[config.mk]
export PLATFORM = sky130hd
export DESIGN_NAME = serial_adder_ctrl
export DESIGN_NICKNAME = d
export VERILOG_FILES = /design/src/rtl/serial_add_pkg.sv /design/src/rtl/full_adder.sv /design/src/rtl/serial_adder_ctrl.sv
export SDC_FILE = /design/constraint.sdc
export NUM_CORES = 1
export LEC_CHECK = 0
export ABC_CLOCK_PERIOD_IN_PS = 1650
export CORE_ASPECT_RATIO = 0.7
export CORE_MARGIN = 5
export CORE_UTILIZATION = 45
export DETAILED_ROUTE_END_ITERATION = 12
export PLACE_DENSITY_LB_ADDON = 0.15
export SKIP_LAST_GASP = 1
export SYNTH_ARGS = -nofsm -noshare
export SYNTH_HDL_FRONTEND = slang
export SYNTH_SLANG_ARGS = --single-unit
[constraint.sdc]
create_clock -name clk -period 1.65 [get_ports clk]
set_clock_uncertainty 0.15 [all_clocks]
set_input_delay 0.495 -clock clk [delete_from_list [all_inputs] [get_ports clk]]
set_output_delay 0.495 -clock clk [all_outputs]
set_load 0.02 [all_outputs]
[src/rtl/serial_add_pkg.sv]
`default_nettype none
// ============================================================================
// Package    : serial_add_pkg
// Description: Shared types and helpers for the bit-serial add/subtract
//              sequencer: FSM state encoding, counter-width helper and the
//              legal operand-width check.
// Revision   : 1.0 - initial release
// ============================================================================
package serial_add_pkg;

  typedef enum logic [1:0] {
    S_IDLE = 2'd0,
    S_ADD  = 2'd1,
    S_DONE = 2'd2
  } state_e;

  localparam int WIDTH_MIN = 2;
  localparam int WIDTH_MAX = 32;

  // Bits needed to count 0..WIDTH-1; CNT_W in the sequencer is derived here.
  function automatic int cnt_width(input int width);
    return (width < 2) ? 1 : $clog2(width);
  endfunction

  function automatic bit width_ok(input int width);
    return (width >= WIDTH_MIN) && (width <= WIDTH_MAX);
  endfunction

endpackage : serial_add_pkg
`default_nettype wire

[src/rtl/full_adder.sv]
`default_nettype none
// ============================================================================
// Module     : full_adder
// Description: Combinational 1-bit full-adder cell.
// Ports      : a, b, cin - addend bits and carry-in
//              sum, cout - sum bit and carry-out
// Revision   : 1.0 - initial release
// ============================================================================
module full_adder (
  input  logic a,
  input  logic b,
  input  logic cin,
  output logic sum,
  output logic cout
);

  assign sum  = a ^ b ^ cin;
  assign cout = (a & b) | (a & cin) | (b & cin);

endmodule : full_adder
`default_nettype wire

[src/rtl/serial_adder_ctrl.sv]
`default_nettype none
// ============================================================================
// Module     : serial_adder_ctrl
// Description: Bit-serial add/subtract sequencer. Captures two WIDTH-bit
//              operands on start and pushes one bit pair per clock, LSB
//              first, through a single full-adder cell with a carry flop
//              closing the loop. Reports sum, carry-out and signed overflow
//              with a one-cycle done pulse WIDTH cycles after acceptance.
// Ports      : clk, rst_n          - clock, async active-low reset
//              start, sub, cin     - request, subtract mode, add carry-in
//              a, b                - operands (captured with start)
//              busy, done          - status (ADD/DONE), completion pulse
//              sum, cout, ovf      - result, final carry, signed overflow
// Revision   : 1.0 - initial release
// ============================================================================
module serial_adder_ctrl #(
  parameter int WIDTH = 8
) (
  input  logic             clk,
  input  logic             rst_n,
  input  logic             start,
  input  logic             sub,
  input  logic [WIDTH-1:0] a,
  input  logic [WIDTH-1:0] b,
  input  logic             cin,
  output logic             busy,
  output logic             done,
  output logic [WIDTH-1:0] sum,
  output logic             cout,
  output logic             ovf
);

  import serial_add_pkg::*;

  localparam int             CNT_W    = cnt_width(WIDTH);
  localparam logic [CNT_W-1:0] CNT_LAST = CNT_W'(WIDTH - 1);

  if (!width_ok(WIDTH)) begin : g_width_check
    $error("serial_adder_ctrl: WIDTH must be in 2..32");
  end

  state_e             state_q;
  logic [WIDTH-1:0]   opa_q;
  logic [WIDTH-1:0]   opb_q;
  logic [WIDTH-1:0]   sum_q;
  logic [CNT_W-1:0]   cnt_q;
  logic               carry_q;
  logic               ovf_q;
  logic               busy_q;
  logic               done_q;

  logic               w_fa_sum;
  logic               w_fa_cout;

  full_adder u_fa (
    .a    (opa_q[0]),
    .b    (opb_q[0]),
    .cin  (carry_q),
    .sum  (w_fa_sum),
    .cout (w_fa_cout)
  );

  always_ff @(posedge clk or negedge rst_n) begin
    if (!rst_n) begin
      state_q <= S_IDLE;
      opa_q   <= '0;
      opb_q   <= '0;
      sum_q   <= '0;
      cnt_q   <= '0;
      carry_q <= 1'b0;
      ovf_q   <= 1'b0;
      busy_q  <= 1'b0;
      done_q  <= 1'b0;
    end else begin
      case (state_q)
        S_IDLE: begin
          done_q <= 1'b0;
          if (start) begin
            opa_q   <= a;
            // Subtraction is a + ~b + 1; cin is not used in that mode.
            opb_q   <= sub ? ~b : b;
            carry_q <= sub ? 1'b1 : cin;
            cnt_q   <= '0;
            sum_q   <= '0;
            busy_q  <= 1'b1;
            state_q <= S_ADD;
          end
        end
        S_ADD: begin
          // Result bits enter at the MSB so after WIDTH shifts bit 0 is LSB.
          sum_q   <= {w_fa_sum, sum_q[WIDTH-1:1]};
          opa_q   <= opa_q >> 1;
          opb_q   <= opb_q >> 1;
          carry_q <= w_fa_cout;
          cnt_q   <= cnt_q + CNT_W'(1);
          if (cnt_q == CNT_LAST) begin
            // carry_q is the carry into the MSB on this last bit.
            ovf_q   <= carry_q ^ w_fa_cout;
            done_q  <= 1'b1;
            state_q <= S_DONE;
          end
        end
        S_DONE: begin
          done_q  <= 1'b0;
          busy_q  <= 1'b0;
          state_q <= S_IDLE;
        end
        default: begin
          done_q  <= 1'b0;
          busy_q  <= 1'b0;
          state_q <= S_IDLE;
        end
      endcase
    end
  end

  assign busy = busy_q;
  assign done = done_q;
  assign sum  = sum_q;
  assign cout = carry_q;
  assign ovf  = ovf_q;

endmodule : serial_adder_ctrl
`default_nettype wire

==> flow_summary.toml, run 1 <==
[worst_hold_path]
hp-class = "reg -> reg"
hold_path_depth = 1

[cells_and_area]
num_antenna_cells = 0
final_nets = 215
multiInputGateArea_um2 = 702
utilization = 0.616
area_delta_synth_final_pct = 34.4
fill_cells = 309
drive_gt1_frac = 0.193
seq_area_um2 = 827
fin_cells = 242
stdcell_area_um2 = 2140

[yosys]
synth-seq-cells = 33
postSynth.asyncResetShare = 1.00
syn_area_um2 = 1590
synth.avg_cell_area_um2 = 11.0
ys.flop_type = "dfrtp_1"
synth_cells = 145
synth_warnings = 0
synth_nets = 169
synth_cell_types = 28
synth-seq-area-share = 0.519
synth_edf_count = 0

[die]
die_x_um = 81.1
num_rows = 18
die-area_um2 = 4840
io-pin-count = 33
core_region_area_um2 = 3470
initial_core_util = 0.459
fp.dieH_um = 59.7

[sta]
whs_ns = 0.347
hold_violations = 0
fin_ws_ns = 0.0186
drv_slew = 0
rsz0062_at_grt = "true"
min_period_over_period = 0.989
period_minus_slack_ns = 1.63
max_freq_ghz = 0.613
finalSetupViolCount = 0
setup_tns_ns = 0
slew-limit-headroom = 0.704
worstMarginPinSlew_ns = 0.444

[power_and_ir_drop]
ir_drop_v = 0.000985
p_total_mw = 3.61
p_leak_nw = 0.927
powerDensity_nw_per_um2 = 1690

[critical_path]
worstPathRequired_ns = 1.66
crit_arrival_ns = 1.64
path_class = "in -> reg"
r2r.worst_path.cells = 4
cp-end-kind = "register"
crit_fanout = 2
startpoint_type = "input pin"

[route]
routed_wl_mm = 3.61
vias = 1300
drc_errors = 0
postRouteAntennaNets = 0
drt_pre_antenna_iters = 4
viasPerCell = 5.37
avgRoutedWirePerCell_um = 14.9
drt_iter0_drc = 62

[outcome]
status = "completed"

[clock_tree]
clock_latency_ns = 0.28
clk_path_buf_depth = 2
path_clk_slew_ns = 0.06
clock-sinks = 33
tritoncts = "built"
cts_hold_buf = 0
post_cts_buffers = 0
post_cts_resized = 18
cts-root-buf = "clkbuf_8"
ctsHtreeMaxLevel = 2
cts_buffers = 5

[grt]
track_usage = 0.172
grt_pass1_wl_mm = 6.18
antenna_found_initial = 0
overflow = 0
grt_pass1_vias = 1314
grt_max_degree = 34

[place]
hpwl_mm = 2.61
numPortBuffers = 32
dp.cells = 234
gp_congestion = 0.737
place_area_um2 = 2070
pre_cts_slack_ns = -0.446

[run]
drv_cap = 0
-- report_power, final --
group | total (mW) | switching [mW] | internal [mW]
Sequential | 1.43 | 0.257 | 1.17
Clock | 0.574 | 0.283 | 0.292
Combinational | 1.60 | 0.810 | 0.792
-- flip-flops by register name (all words and copies together) (netlist names) --
signal   count
state_q      2
cnt_q        3
sum          8
ovf          1
busy         1
cout         1
opb_q        8
opa_q        8
done         1
-- cell type report --
cell class	instances	share of cell area
Sequential cell	33	0.387
Clock buffer	6	0.0340
Clock inverter	2	0.00468
Multi-Input combinational cell	96	0.328
Timing Repair Buffer	51	0.210
Tap cell	50	0.0293
Inverter	4	0.00703
-- routing by layer --
layer	GRT usage	up-vias	routed length, µm
met4	0.0651	0	51
met3	0.0437	7	172
met2	0.268	27	1720
met5	0	-	0
li1	-	619	-
met1	0.232	647	1670
-- worst max-delay path: stages --
cell	delay, ns
clkdlybuf4s50_1	0.44
or4b_4	0.51
o211ai_1	0.09
o21ai_0	0.10
-- path summary, 6_finish.rpt --
check | startpoint | to | slack, ns
max in group asynchronous | rst_n | cout | 0.74
worst max-delay path | sub | cout | 0.02
min in group asynchronous | rst_n | sum[0] | 0.43
worst min register to register | sum[0] | sum[0] | 0.35
worst max register to register | cout | ovf | 0.06
worst min-delay path | sum[0] | sum[0] | 0.35
-- synthesized netlist by cell type, types with 2 or more instances --
cell type | count | area [µm²]
nand2_1 | 4 | 15.0
xnor2_1 | 8 | 70.1
o21ai_0 | 12 | 60.1
a21oi_1 | 9 | 45.0
buf_2 | 9 | 45.0
ha_1 | 2 | 25.0
nor2b_1 | 16 | 100
nor2_1 | 4 | 15.0
clkbuf_1 | 2 | 7.51
inv_1 | 4 | 15.0
o32ai_1 | 6 | 52.6
a22o_1 | 9 | 78.8
a211oi_1 | 7 | 52.6
dfrtp_1 | 33 | 826
a22oi_1 | 7 | 52.6
-- cells by family after synthesis --
| group | Yosys count | share of synthesized area |
|---|---|---|
| muxes | 1 | 0.00708 |
| and+or+nand+nor | 28 | 0.105 |
| xor gates and xnor gates | 9 | 0.0496 |
| adders and majority gates | 3 | 0.0283 |
| buffers and inverters | 16 | 0.0496 |
| AOI/OAI and AO/OA | 55 | 0.241 |
| DFF | 33 | 0.519 |
-- placed cells by master (no fill, tap or decap), drive strengths merged, types with 2 or more instances in the layout --
master,instances
dfrtp,33
clkdlybuf4s50,19
buf,19
nor2b,16
o21ai,12
clkbuf,11
a22o,9
a21oi,9
xnor2,8
a211oi,7
a22oi,7
o32ai,6
clkdlybuf4s15,6
inv,4
nor2,4
nand2,4
ha,2
clkinv,2
dlygate4sd2,2
No activity file was read; power rests on OpenSTA's default activity.
==> inputs of run 2 (changes only) <==
--- a/config.mk
+++ b/config.mk
@@ -6,9 +6,11 @@
 export NUM_CORES = 1
 export LEC_CHECK = 0
 export ABC_CLOCK_PERIOD_IN_PS = 1650
+export CAP_MARGIN = 20
 export CORE_ASPECT_RATIO = 0.7
 export CORE_MARGIN = 5
 export CORE_UTILIZATION = 45
+export CTS_CLUSTER_DIAMETER = 40
 export DETAILED_ROUTE_END_ITERATION = 12
 export PLACE_DENSITY_LB_ADDON = 0.15
 export SKIP_LAST_GASP = 1
==> results of run 2 <==
The final DEF is identical to that of run 1; final timing and power are the same.
